**src/rtl/oa_addr_gen_if.sv**
```systemverilog
// IA input / OA output stream bundle for oa_addr_gen; packed per-lane fields, lane 0 at LSBs.
interface oa_addr_gen_if #(
  parameter int LANES = 8,
  parameter int ROW_W = 10,
  parameter int COL_W = 11,
  parameter int CH_W  = 8
);
  logic                   ia_valid;
  logic                   ia_ready;
  logic [LANES*ROW_W-1:0] ia_row;
  logic [LANES*COL_W-1:0] ia_col;
  logic [LANES-1:0]       ia_mask;
  logic [CH_W-1:0]        concat_no;

  logic                   oa_valid;
  logic                   oa_ready;
  logic [LANES*ROW_W-1:0] oa_row;
  logic [LANES*COL_W-1:0] oa_col;
  logic [LANES*CH_W-1:0]  oa_ch;
  logic [LANES-1:0]       oa_mask;

  modport slave (
    input  ia_valid, ia_row, ia_col, ia_mask, concat_no, oa_ready,
    output ia_ready, oa_valid, oa_row, oa_col, oa_ch, oa_mask
  );

  modport master (
    output ia_valid, ia_row, ia_col, ia_mask, concat_no, oa_ready,
    input  ia_ready, oa_valid, oa_row, oa_col, oa_ch, oa_mask
  );
endinterface

```
**src/rtl/oa_addr_gen.sv**
```systemverilog
// OA address generator: 2-cycle pipeline (sums/range checks, output register), 1 beat/cycle.
// IA stalls when both stages are held by oa_ready=0; a weight switch blocks IA and drains first.
module oa_addr_gen #(
  parameter int LANES = 8,
  parameter int ROW_W = 10,
  parameter int COL_W = 11,
  parameter int CH_W  = 8,
  parameter int OFS_W = 4,
  parameter int CNT_W = 16
) (
  input  logic                    clk,
  input  logic                    rst_n,
  input  logic                    i_cfg_load,
  input  logic                    i_cfg_stride2,
  input  logic [1:0]              i_cfg_dil,
  input  logic [ROW_W-1:0]        i_cfg_oa_rows,
  input  logic [COL_W-1:0]        i_cfg_oa_cols,
  input  logic                    i_wt_valid,
  output logic                    o_wt_ready,
  input  logic signed [OFS_W-1:0] i_wt_row_ofs,
  input  logic signed [OFS_W-1:0] i_wt_col_ofs,
  input  logic [CH_W-1:0]         i_wt_ker,
  output logic [CNT_W-1:0]        o_drop_cnt,
  output logic                    o_busy,
  oa_addr_gen_if.slave            io_bus
);

  localparam int RT = ROW_W + 3;
  localparam int CT = COL_W + 3;
  localparam int DW = $clog2(LANES + 1);

  typedef enum logic [1:0] {ST_IDLE, ST_ACTIVE, ST_DRAIN} state_t;

  state_t                  r_state;
  logic                    r_stride2;
  logic [1:0]              r_dil;
  logic [ROW_W-1:0]        r_rows;
  logic [COL_W-1:0]        r_cols;
  logic signed [OFS_W-1:0] r_wt_row_ofs;
  logic signed [OFS_W-1:0] r_wt_col_ofs;
  logic [CH_W-1:0]         r_wt_ker;

  logic                    r_s1_vld;
  logic [LANES*ROW_W-1:0]  r_s1_row;
  logic [LANES*COL_W-1:0]  r_s1_col;
  logic [LANES-1:0]        r_s1_ok;
  logic [CH_W-1:0]         r_s1_ch;
  logic [DW-1:0]           r_s1_drop;

  logic                    r_s2_vld;
  logic [LANES*ROW_W-1:0]  r_s2_row;
  logic [LANES*COL_W-1:0]  r_s2_col;
  logic [LANES*CH_W-1:0]   r_s2_ch;
  logic [LANES-1:0]        r_s2_mask;
  logic [CNT_W-1:0]        r_drop_cnt;

  logic                    w_s2_free;
  logic                    w_s1_adv;
  logic                    w_s1_free;
  logic                    w_pipe_empty;
  logic                    w_ia_take;
  logic                    w_wt_take;
  logic                    w_cfg_take;
  logic [1:0]              w_dil;
  logic signed [RT-1:0]    w_row_ofs_x;
  logic signed [RT-1:0]    w_row_dil_x;
  logic signed [RT-1:0]    w_row_step;
  logic signed [CT-1:0]    w_col_ofs_x;
  logic signed [CT-1:0]    w_col_dil_x;
  logic signed [CT-1:0]    w_col_step;
  logic [LANES*ROW_W-1:0]  w_row_q;
  logic [LANES*COL_W-1:0]  w_col_q;
  logic [LANES-1:0]        w_ok;
  logic [DW-1:0]           w_drop;
  logic [CH_W-1:0]         w_ch;
  logic [CNT_W:0]          w_drop_sum;
  logic [CNT_W-1:0]        w_drop_sat;

  assign w_s2_free    = !r_s2_vld || io_bus.oa_ready;
  assign w_s1_adv     = r_s1_vld && w_s2_free;
  assign w_s1_free    = !r_s1_vld || w_s2_free;
  assign w_pipe_empty = !r_s1_vld && !r_s2_vld;

  // rst_n gating keeps wt_ready low while reset is held even though state decodes as IDLE.
  assign o_wt_ready = rst_n && ((r_state == ST_IDLE) || ((r_state == ST_DRAIN) && w_pipe_empty));
  assign io_bus.ia_ready = (r_state == ST_ACTIVE) && !i_wt_valid && w_s1_free;

  assign w_ia_take  = io_bus.ia_valid && io_bus.ia_ready;
  assign w_wt_take  = i_wt_valid && o_wt_ready;
  assign w_cfg_take = i_cfg_load && (r_state == ST_IDLE);

  assign w_dil       = (r_dil == 2'd0) ? 2'd1 : r_dil;
  assign w_row_ofs_x = {{(RT-OFS_W){r_wt_row_ofs[OFS_W-1]}}, r_wt_row_ofs};
  assign w_col_ofs_x = {{(CT-OFS_W){r_wt_col_ofs[OFS_W-1]}}, r_wt_col_ofs};
  assign w_row_dil_x = {{(RT-2){1'b0}}, w_dil};
  assign w_col_dil_x = {{(CT-2){1'b0}}, w_dil};
  assign w_row_step  = w_row_ofs_x * w_row_dil_x;
  assign w_col_step  = w_col_ofs_x * w_col_dil_x;
  assign w_ch        = r_wt_ker + io_bus.concat_no;

  always_comb begin
    logic signed [RT-1:0] w_t_row;
    logic signed [RT-1:0] w_r_row;
    logic signed [CT-1:0] w_t_col;
    logic signed [CT-1:0] w_r_col;
    logic                 w_odd;
    logic                 w_row_in;
    logic                 w_col_in;
    w_row_q = '0;
    w_col_q = '0;
    w_ok    = '0;
    w_drop  = '0;
    for (int i = 0; i < LANES; i++) begin
      w_t_row  = $signed({3'b000, io_bus.ia_row[i*ROW_W +: ROW_W]}) + w_row_step;
      w_t_col  = $signed({3'b000, io_bus.ia_col[i*COL_W +: COL_W]}) + w_col_step;
      w_r_row  = r_stride2 ? (w_t_row >>> 1) : w_t_row;
      w_r_col  = r_stride2 ? (w_t_col >>> 1) : w_t_col;
      // Stride 2 only lands on even sums; odd sums have no OA position.
      w_odd    = r_stride2 && (w_t_row[0] || w_t_col[0]);
      w_row_in = !w_r_row[RT-1] && (w_r_row < $signed({3'b000, r_rows}));
      w_col_in = !w_r_col[CT-1] && (w_r_col < $signed({3'b000, r_cols}));
      w_ok[i]  = io_bus.ia_mask[i] && !w_odd && w_row_in && w_col_in;
      if (w_ok[i]) begin
        w_row_q[i*ROW_W +: ROW_W] = w_r_row[ROW_W-1:0];
        w_col_q[i*COL_W +: COL_W] = w_r_col[COL_W-1:0];
      end
      if (io_bus.ia_mask[i] && !w_ok[i]) begin
        w_drop = w_drop + DW'(1);
      end
    end
  end

  assign w_drop_sum = {1'b0, r_drop_cnt} + (CNT_W+1)'(r_s1_drop);
  assign w_drop_sat = w_drop_sum[CNT_W] ? {CNT_W{1'b1}} : w_drop_sum[CNT_W-1:0];

  always_ff @(posedge clk or negedge rst_n) begin
    if (!rst_n) begin
      r_state      <= ST_IDLE;
      r_stride2    <= 1'b0;
      r_dil        <= 2'd1;
      r_rows       <= '0;
      r_cols       <= '0;
      r_wt_row_ofs <= '0;
      r_wt_col_ofs <= '0;
      r_wt_ker     <= '0;
    end else begin
      case (r_state)
        ST_IDLE: begin
          if (w_cfg_take) begin
            r_stride2 <= i_cfg_stride2;
            r_dil     <= i_cfg_dil;
            r_rows    <= i_cfg_oa_rows;
            r_cols    <= i_cfg_oa_cols;
          end
          if (w_wt_take) begin
            r_wt_row_ofs <= i_wt_row_ofs;
            r_wt_col_ofs <= i_wt_col_ofs;
            r_wt_ker     <= i_wt_ker;
            r_state      <= ST_ACTIVE;
          end
        end
        ST_ACTIVE: begin
          if (i_wt_valid) begin
            r_state <= ST_DRAIN;
          end
        end
        ST_DRAIN: begin
          if (w_wt_take) begin
            r_wt_row_ofs <= i_wt_row_ofs;
            r_wt_col_ofs <= i_wt_col_ofs;
            r_wt_ker     <= i_wt_ker;
            r_state      <= ST_ACTIVE;
          end
        end
        default: r_state <= ST_IDLE;
      endcase
    end
  end

  // Stage 1: addresses already zeroed for invalid lanes; channel expanded per lane at stage 2.
  always_ff @(posedge clk or negedge rst_n) begin
    if (!rst_n) begin
      r_s1_vld  <= 1'b0;
      r_s1_row  <= '0;
      r_s1_col  <= '0;
      r_s1_ok   <= '0;
      r_s1_ch   <= '0;
      r_s1_drop <= '0;
    end else if (w_ia_take) begin
      r_s1_vld  <= 1'b1;
      r_s1_row  <= w_row_q;
      r_s1_col  <= w_col_q;
      r_s1_ok   <= w_ok;
      r_s1_ch   <= w_ch;
      r_s1_drop <= w_drop;
    end else if (w_s1_adv) begin
      r_s1_vld <= 1'b0;
    end
  end

  always_ff @(posedge clk or negedge rst_n) begin
    if (!rst_n) begin
      r_s2_vld  <= 1'b0;
      r_s2_row  <= '0;
      r_s2_col  <= '0;
      r_s2_ch   <= '0;
      r_s2_mask <= '0;
    end else if (w_s1_adv) begin
      r_s2_vld  <= 1'b1;
      r_s2_row  <= r_s1_row;
      r_s2_col  <= r_s1_col;
      r_s2_mask <= r_s1_ok;
      for (int i = 0; i < LANES; i++) begin
        r_s2_ch[i*CH_W +: CH_W] <= r_s1_ok[i] ? r_s1_ch : '0;
      end
    end else if (io_bus.oa_ready) begin
      r_s2_vld <= 1'b0;
    end
  end

  always_ff @(posedge clk or negedge rst_n) begin
    if (!rst_n) begin
      r_drop_cnt <= '0;
    end else if (w_cfg_take) begin
      r_drop_cnt <= '0;
    end else if (w_s1_adv) begin
      r_drop_cnt <= w_drop_sat;
    end
  end

  assign io_bus.oa_valid = r_s2_vld;
  assign io_bus.oa_row   = r_s2_row;
  assign io_bus.oa_col   = r_s2_col;
  assign io_bus.oa_ch    = r_s2_ch;
  assign io_bus.oa_mask  = r_s2_mask;
  assign o_drop_cnt      = r_drop_cnt;
  assign o_busy          = (r_state != ST_IDLE) || r_s1_vld || r_s2_vld;

endmodule

```
**src/flat_wrapper.sv**
```systemverilog
// flat-port wrapper written by rule: the top's interface ports become plain ports
module oa_addr_gen_flat 
#(
  parameter int LANES = 8,
  parameter int ROW_W = 10,
  parameter int COL_W = 11,
  parameter int CH_W  = 8,
  parameter int OFS_W = 4,
  parameter int CNT_W = 16
)
  (clk, rst_n, i_cfg_load, i_cfg_stride2, i_cfg_dil, i_cfg_oa_rows, i_cfg_oa_cols, i_wt_valid, o_wt_ready, i_wt_row_ofs, i_wt_col_ofs, i_wt_ker, o_drop_cnt, o_busy, io_bus_ia_valid, io_bus_ia_row, io_bus_ia_col, io_bus_ia_mask, io_bus_concat_no, io_bus_oa_ready, io_bus_ia_ready, io_bus_oa_valid, io_bus_oa_row, io_bus_oa_col, io_bus_oa_ch, io_bus_oa_mask);
  oa_addr_gen_if #(.LANES(LANES), .ROW_W(ROW_W), .COL_W(COL_W), .CH_W(CH_W)) io_bus_i ();
  input  logic clk;
  input  logic rst_n;
  input  logic i_cfg_load;
  input  logic i_cfg_stride2;
  input  logic [1:0] i_cfg_dil;
  input  logic [ROW_W-1:0] i_cfg_oa_rows;
  input  logic [COL_W-1:0] i_cfg_oa_cols;
  input  logic i_wt_valid;
  output logic o_wt_ready;
  input  logic signed [OFS_W-1:0] i_wt_row_ofs;
  input  logic signed [OFS_W-1:0] i_wt_col_ofs;
  input  logic [CH_W-1:0] i_wt_ker;
  output logic [CNT_W-1:0] o_drop_cnt;
  output logic o_busy;
  input wire logic [$bits(io_bus_i.ia_valid)-1:0] io_bus_ia_valid;
  input wire logic [$bits(io_bus_i.ia_row)-1:0] io_bus_ia_row;
  input wire logic [$bits(io_bus_i.ia_col)-1:0] io_bus_ia_col;
  input wire logic [$bits(io_bus_i.ia_mask)-1:0] io_bus_ia_mask;
  input wire logic [$bits(io_bus_i.concat_no)-1:0] io_bus_concat_no;
  input wire logic [$bits(io_bus_i.oa_ready)-1:0] io_bus_oa_ready;
  output wire logic [$bits(io_bus_i.ia_ready)-1:0] io_bus_ia_ready;
  output wire logic [$bits(io_bus_i.oa_valid)-1:0] io_bus_oa_valid;
  output wire logic [$bits(io_bus_i.oa_row)-1:0] io_bus_oa_row;
  output wire logic [$bits(io_bus_i.oa_col)-1:0] io_bus_oa_col;
  output wire logic [$bits(io_bus_i.oa_ch)-1:0] io_bus_oa_ch;
  output wire logic [$bits(io_bus_i.oa_mask)-1:0] io_bus_oa_mask;
  assign io_bus_i.ia_valid = io_bus_ia_valid;
  assign io_bus_i.ia_row = io_bus_ia_row;
  assign io_bus_i.ia_col = io_bus_ia_col;
  assign io_bus_i.ia_mask = io_bus_ia_mask;
  assign io_bus_i.concat_no = io_bus_concat_no;
  assign io_bus_i.oa_ready = io_bus_oa_ready;
  assign io_bus_ia_ready = io_bus_i.ia_ready;
  assign io_bus_oa_valid = io_bus_i.oa_valid;
  assign io_bus_oa_row = io_bus_i.oa_row;
  assign io_bus_oa_col = io_bus_i.oa_col;
  assign io_bus_oa_ch = io_bus_i.oa_ch;
  assign io_bus_oa_mask = io_bus_i.oa_mask;
  oa_addr_gen #(.LANES(LANES), .ROW_W(ROW_W), .COL_W(COL_W), .CH_W(CH_W), .OFS_W(OFS_W), .CNT_W(CNT_W)) u_core (.clk(clk), .rst_n(rst_n), .i_cfg_load(i_cfg_load), .i_cfg_stride2(i_cfg_stride2), .i_cfg_dil(i_cfg_dil), .i_cfg_oa_rows(i_cfg_oa_rows), .i_cfg_oa_cols(i_cfg_oa_cols), .i_wt_valid(i_wt_valid), .o_wt_ready(o_wt_ready), .i_wt_row_ofs(i_wt_row_ofs), .i_wt_col_ofs(i_wt_col_ofs), .i_wt_ker(i_wt_ker), .o_drop_cnt(o_drop_cnt), .o_busy(o_busy), .io_bus(io_bus_i));
endmodule
```
**config.mk**
```make
export PLATFORM = sky130hd
export DESIGN_NAME = oa_addr_gen_flat
export DESIGN_NICKNAME = d
export VERILOG_FILES = /design/src/rtl/oa_addr_gen_if.sv /design/src/rtl/oa_addr_gen.sv /design/src/flat_wrapper.sv
export SDC_FILE = /design/constraint.sdc
export NUM_CORES = 1
export LEC_CHECK = 0
export ABC_AREA = 1
export CAP_MARGIN = 15
export CORE_MARGIN = 3
export CORE_UTILIZATION = 56
export DETAILED_ROUTE_END_ITERATION = 7
export PLACE_DENSITY = 0.91
export SYNTH_ARGS = -nofsm -noshare
export SYNTH_HDL_FRONTEND = slang
export SYNTH_SLANG_ARGS = --single-unit
```
**constraint.sdc**
```tcl
create_clock -name clk -period 10.9 [get_ports clk]
set_input_delay 1.09 -clock clk [delete_from_list [all_inputs] [get_ports clk]]
set_output_delay 1.09 -clock clk [all_outputs]
set_load 0.02 [all_outputs]
```
=== Word level (Yosys, flattened, before mapping) ===
Index checks and enable logic that the tools add are counted.

* Bits in registers: 488
* Bits of input ports: 230
* Output and inout bits: 260
* Logic and storage cells: 249

* Add/sub/neg operators: 25
* Multiply operators: 2
* Magnitude comparators: 16
* Eq/ne operators: 4
* Mux-type cells: 59
* Reduce and logical (&&, ||, !) cells: 123

{| class="wikitable"
|+ Operator list
! kind !! count
|-
| $lt A14 B12 Y1 || 8
|-
| $add A12 B7 Y13 || 8
|-
| $lt A13 B11 Y1 || 8
|-
| $mux W13 || 8
|-
| $add A11 B7 Y12 || 8
|-
| $mux W12 || 8
|-
| $mux W11 || 8
|-
| $mux W10 || 8
|-
| $logic_and A1 B1 Y1 || 65
|-
| $mux W8 || 8
|-
| $mux W16 || 3
|-
| $logic_not A1 Y1 || 35
|-
| $add A4 B1 Y4 const B || 7
|-
| $mux W4 || 7
|-
| $add A16 B4 Y17 || 1
|-
| $mul A4 B3 Y7 || 2
|-
| $logic_or A1 B1 Y1 || 13
|-
| $add A8 B8 Y8 || 1
|-
| $reduce_bool A2 Y1 || 4
|-
| $mux W2 || 3
|-
| $reduce_and A2 Y1 || 3
|-
| $mux W1 || 5
|-
| $logic_not A2 Y1 || 2
|-
| $pmux W2 S2 || 1
|-
| other kinds (5) || 5
|}

=== Logic depth before layout (Yosys ltp) ===
* Depth after elaboration: 27
* Depth in mapped cells: 60
* Depth with buffers taken out: 58

=== Worst setup path before layout ===
No wires, ideal clock.

* Path kind: register -> register
* Start point: reg u_core.r_dil[1]
* End point: reg u_core.r_s1_drop[1]
* Library setup time: 0.123 ns
* Data arrival time: 7.757 ns
* Data required time: 10.777 ns
* Slack: 3.020 ns
* Cell stages (with the launch flop): 51
* Buffers on the path: 2
* Clock period less this slack: 7.880 ns
* Cells stage by stage: dfrtp_1 > clkbuf_1 > inv_1 > nor2_1 > inv_1 > nand2_1 > inv_1 > ha_1 > ha_1 > a21oi_1 > nand2_1 > xor2_1 > ha_1 > a21oi_1 > o21ai_0 > a21oi_1 > inv_1 > a21oi_1 > (+15 left out) > nand2_4 > nand2_4 > inv_2 > ha_1 > or2_1 > nand2_1 > nand2_1 > nand3_1 > nand2_2 > nand2_2 > nand2_1 > ha_1 > or2_2 > nand2_1 > inv_1 > ha_1 > o21ai_0 > o21ai_1

* Longest elaborated chain between the ends: 27
* Elaborated cells on any way between the ends: 163
* Classes of those cells: add/sub: 23; mul: 2; order compare: 16; mux: 25; reduce/logical: 97

{| class="wikitable"
|+ Ends and longest elaborated chain
! what !! RTL line !! text
|-
| from (decl) || oa_addr_gen.sv:36 || <nowiki>logic [1:0] r_dil;</nowiki>
|-
| from (signal assigned) || oa_addr_gen.sv:151 || <nowiki>r_dil <= i_cfg_dil;</nowiki>
|-
| $logic_not A2 Y1 || oa_addr_gen.sv:92 || <nowiki>assign w_dil = (r_dil == 2'd0) ? 2'd1 : r_dil;</nowiki>
|-
| $mux W2 * || oa_addr_gen.sv:92 ||
|-
| parallel branches: the longest is 24 deep, another holds $lt A13 B11 Y1 || n/a ||
|-
| $mux W4 * || oa_addr_gen.sv:127 || <nowiki>if (io_bus.ia_mask[i] && !w_ok[i]) begin</nowiki>
|-
| to (signal assigned) || oa_addr_gen.sv:195 || <nowiki>r_s1_drop <= w_drop;</nowiki>
|-
| to (decl) || oa_addr_gen.sv:48 || <nowiki>logic [DW-1:0] r_s1_drop;</nowiki>
|}

Mark *: on every way between the ends.
A chain may end at the register's enable or synchronous reset.

=== Final worst setup path ===
* Start point: reg u_core.r_dil[1]
* End point: reg u_core.r_s1_drop[2]

Same word-level chain as after synthesis.

==> results.md <==
* YS warnings at 0
* Leading area contributor after synthesis: dfrtp_1
* Seq pwr share at about a fifth
* Tot GR Track Use at a little over a third
* M2 GR Usage at 57.5%
* Port Buffers at 489
* LEAKAGE at around 20 nW
* DR WL/cell at ~21 microns
* Synth Area in XOR/XNOR at between 4 and 5%
* Via/cell ratio at between 5 and 6
* Final Hold Viols at 0
* Worst hold path class: in2async
* Post-synthesis compound-gate area fraction at around 16%
* Post-CTS Resized at 0
* NumNets Final at roughly 5.2k
* WS Path Type: reg2reg
* Worst Path Arrival at 9.35 ns
* Share of layout cells above drive strength 1 at ~4.3%
* Core ar. at 57000 sq um
* Initial DRT Pass Iterations at 6
* Post-synth cell types at 65
* Clock root buffer: clkbuf_16
* Largest cells by area after synthesis: dfrtp_1 (37%), ha_1 (14%), nand2_1 (11%)
* Initial Util at approximately 57%
* Final Setup Violations at 0
* Die span in y at approximately 250 microns
* Max Cap Viol at 0
* GR Util met3 at about 8.3%
* Grt total ovfl at 0
* Register area share after synthesis at a little under two fifths
* Area Growth Syn to Fin at 22.3%
* Largest stage delay on the critical path at ~1.0 ns
* Vias in the first global route at roughly 31k
* Largest net degree at the start of global routing at between 100 and 150
* Internal power at between 7 and 8 mW
* Fin Clk Skew at around 0.037 ns
* Reg clk slew, reported paths at 0.07 ns
* #FFs+latches synth at about 490
* Post-synthesis adder-cell area fraction at roughly 16%
* Tcrit/Tclk final at between 80 and 90%
* Post-DRT Antenna Nets at 0
* Number of fill cells at between 4k and 5k
* DRC errors left at 0
* Yosys top cell area share at between 30% and 40%
* Final wirelength at 112000 microns
* Post-CTS Setup Inserts at 0
* Simple-gate area share of the yosys netlist at around 18%
* Synth async-reset ratio at 100%
* Peak VDD IR at between 150 and 200 uV
* Power, Total at around 15 mW
* Post-Syn Area at 32700 sq um
* Net Sw Frac at about half
* Worst slew pin tran at 1.15 ns
* Post-CTS Hold Buffers at 0
* Clock latency at the later pin of the worst-skew pair at around 0.62 ns
* Critical Path Slowest Stage Cell: fa_1
* Comb pwr share at approximately two thirds
* Std-Cell Rows at 87
* Routability cong. at 0.990
* Non-filler instance count after layout at approximately 5.4k
* Net Sw Power at around 7.5 mW
* Top cell by count, worst path: nand2_1
* Largest family of logic cells by synthesized area: simple AND/OR/NAND/NOR gates
* Ports at 490
* Vias at 31.3k
* Crit path launch type: register
* RSZ-0062 raised after global routing: no
* Synth cell count leaders: nand2_1 (969), o21ai_0 (560), inv_1 (513), dfrtp_1 (487), ha_1 (375)
* HPWL Detailed at 83200 microns
* Placed instance count at around 5.3k
* H-tree Lvls at 2
* Initial antenna violation count at 17
* Top-count cell post-synth: nand2_1
* CTS tree: done
* First-pass GRT wire length at roughly 170000 microns
* Clk sink count at about 490
* Power Dens Cells at between 300 and 400 nW/um^2
* Syn Area/Cell at slightly below 8 sq um
* Post-Syn Nets at approximately 4.7k
* Post-synth EDFFs at 0
* Mux contribution to synthesized area at less than 1%
* Slew Limit Headroom at between 20 and 25%
* Die area at between 60000 and 70000 sq um
* Min Tclk post-route at 8.87 ns
* Outcome: finished clean
* Main synth FF type: dfrtp_1
* Width of the die at 248 microns
* Syn Inst Count at just over 4k
* Met1 GRT Util at between 40 and 50%
* CTS Buffer Depth at 3
* Top Usage Layer GRT: met2
* Setup crit end kind: register
* Worst-path fanout max at 9
* Total CTS buffers at 50
* Worst endpoint required time at around 11 ns
* Clock power share at ~12%
* DRT iter0 DRCs at 2867
* Fin. max-slew vios at 0
* FMAX at around 110 MHz
* Setup tns final at 0 ns
==> flip-flops by register name, indices dropped and copies added (netlist names) <==
name and cells:
u_core.io_bus.oa_col 88, u_core.r_s1_col 88, u_core.io_bus.oa_row 80, u_core.r_s1_row 80
u_core.io_bus.oa_ch 64, u_core.o_drop_cnt 16, u_core.r_cols 11, u_core.r_rows 10
u_core.io_bus.oa_mask 8, u_core.r_s1_ch 8, u_core.r_s1_ok 8, u_core.r_wt_ker 8
u_core.r_s1_drop 4, u_core.r_wt_col_ofs 4, u_core.r_wt_row_ofs 4, u_core.r_dil 2
u_core.r_state 2, u_core.io_bus.oa_valid 1, u_core.r_s1_vld 1, u_core.r_stride2 1
==> layout by cell type, fill, tap and decap left out, types with 4 or more instances in the layout <==
cell type / instances
clkbuf_16: 50
o311ai_0: 4
nand2_1: 967
o21ai_1: 28
nor3_1: 34
o22ai_1: 44
o31ai_1: 11
o21ai_0: 560
a31oi_1: 12
o21bai_1: 15
inv_2: 7
fa_1: 20
ha_1: 375
dfrtp_1: 486
buf_4: 39
clkinv_2: 10
mux2i_1: 26
o21a_1: 7
and3_1: 5
xnor2_1: 37
inv_1: 511
clkbuf_1: 9
clkbuf_8: 6
nor4_1: 7
nand4_1: 30
or2_2: 12
a21o_1: 12
diode_2: 10
xor2_1: 130
clkdlybuf4s50_1: 488
a211oi_1: 11
nand3_2: 10
bufinv_16: 6
nand2_2: 16
nand3_1: 139
o221ai_1: 9
nor2_1: 153
nand2_4: 7
a21oi_1: 240
==> per-stage QoR <==
stage               setup slack (ns)  hold slack, ns  area [sq um]  utilization (%)
global route                    1.35           0.483         40000             70.1
finish                          2.03           0.443         40000             70.1
floorplan                       3.02           0.449         32700                -
CTS                             2.21           0.469         40000             70.1
detailed placement              2.23           0.470         38300             67.1
global placement                2.43           0.462         38300             67.1
==> metal layers <==
layer,wire length (microns),vias up
li1,-,14500
met5,109,-
met4,7570,16
met1,42600,14800
met2,50300,1558
met3,11000,421
==> cells by family after synthesis <==
kind of cell             count (synthesis)
AND/OR/NAND/NOR                       1398
AO/OA/AOI/OAI                          975
buffers and inverters                  662
flip-flops                             488
adder cells (fa/ha/maj)                395
XOR/XNOR                               168
multiplexers                            28
==> power by group through the flow <==
stage	logic [mW]	clock network (mW)	registers [mW]
3_3_place_gp	9.40	0	2.77
4_1_cts	9.88	1.81	2.78
5_1_grt	11.2	1.89	2.85
6_report	10.1	1.80	2.80
3_5_place_dp	9.74	0	2.80
2_1_floorplan	6.54	0	3.04
==> critical path, delay by kind of cell (launching register included) <==
family	cells	cell delay, ns
xor gates and xnor gates	2	0.36
DFF	1	0.49
adders and majority gates	8	3.19
AOI/OAI and AO/OA	11	1.79
and+or+nand+nor	19	2.47
buffers and inverters	6	0.42
==> final cells by class <==
type                            count  area [sq um]  share of cell area (%)
Antenna cell                       10          25.0                  0.0626
Clock buffer                       65          1370                    3.42
Clock inverter                     23           320                   0.801
Inverter                          524          1980                    4.95
Multi-Input combinational cell   2964         17900                    44.9
Sequential cell                   488         12200                    30.6
Tap cell                          756           946                    2.37
Timing Repair Buffer              528          5190                    13.0
==> path summary, 6_finish.rpt <==
check | startpoint | to | slack [ns] | cells past startpoint
setup reg to reg | u_core.r_dil[1] | u_core.r_s1_drop[2] | 2.03 | 46
hold / removal | rst_n | u_core.io_bus.oa_row[12] | 0.44 | 1
hold reg to reg | u_core.io_bus.oa_row[51] | u_core.io_bus.oa_row[51] | 0.48 | 2
max in group asynchronous | rst_n | u_core.io_bus.oa_col[62] | 8.30 | 3
setup / recovery | u_core.r_dil[1] | u_core.r_s1_drop[2] | 2.03 | 46
min in group clk | u_core.io_bus.oa_row[51] | u_core.io_bus.oa_row[51] | 0.48 | 2
(Power assumes the default switching activity.)
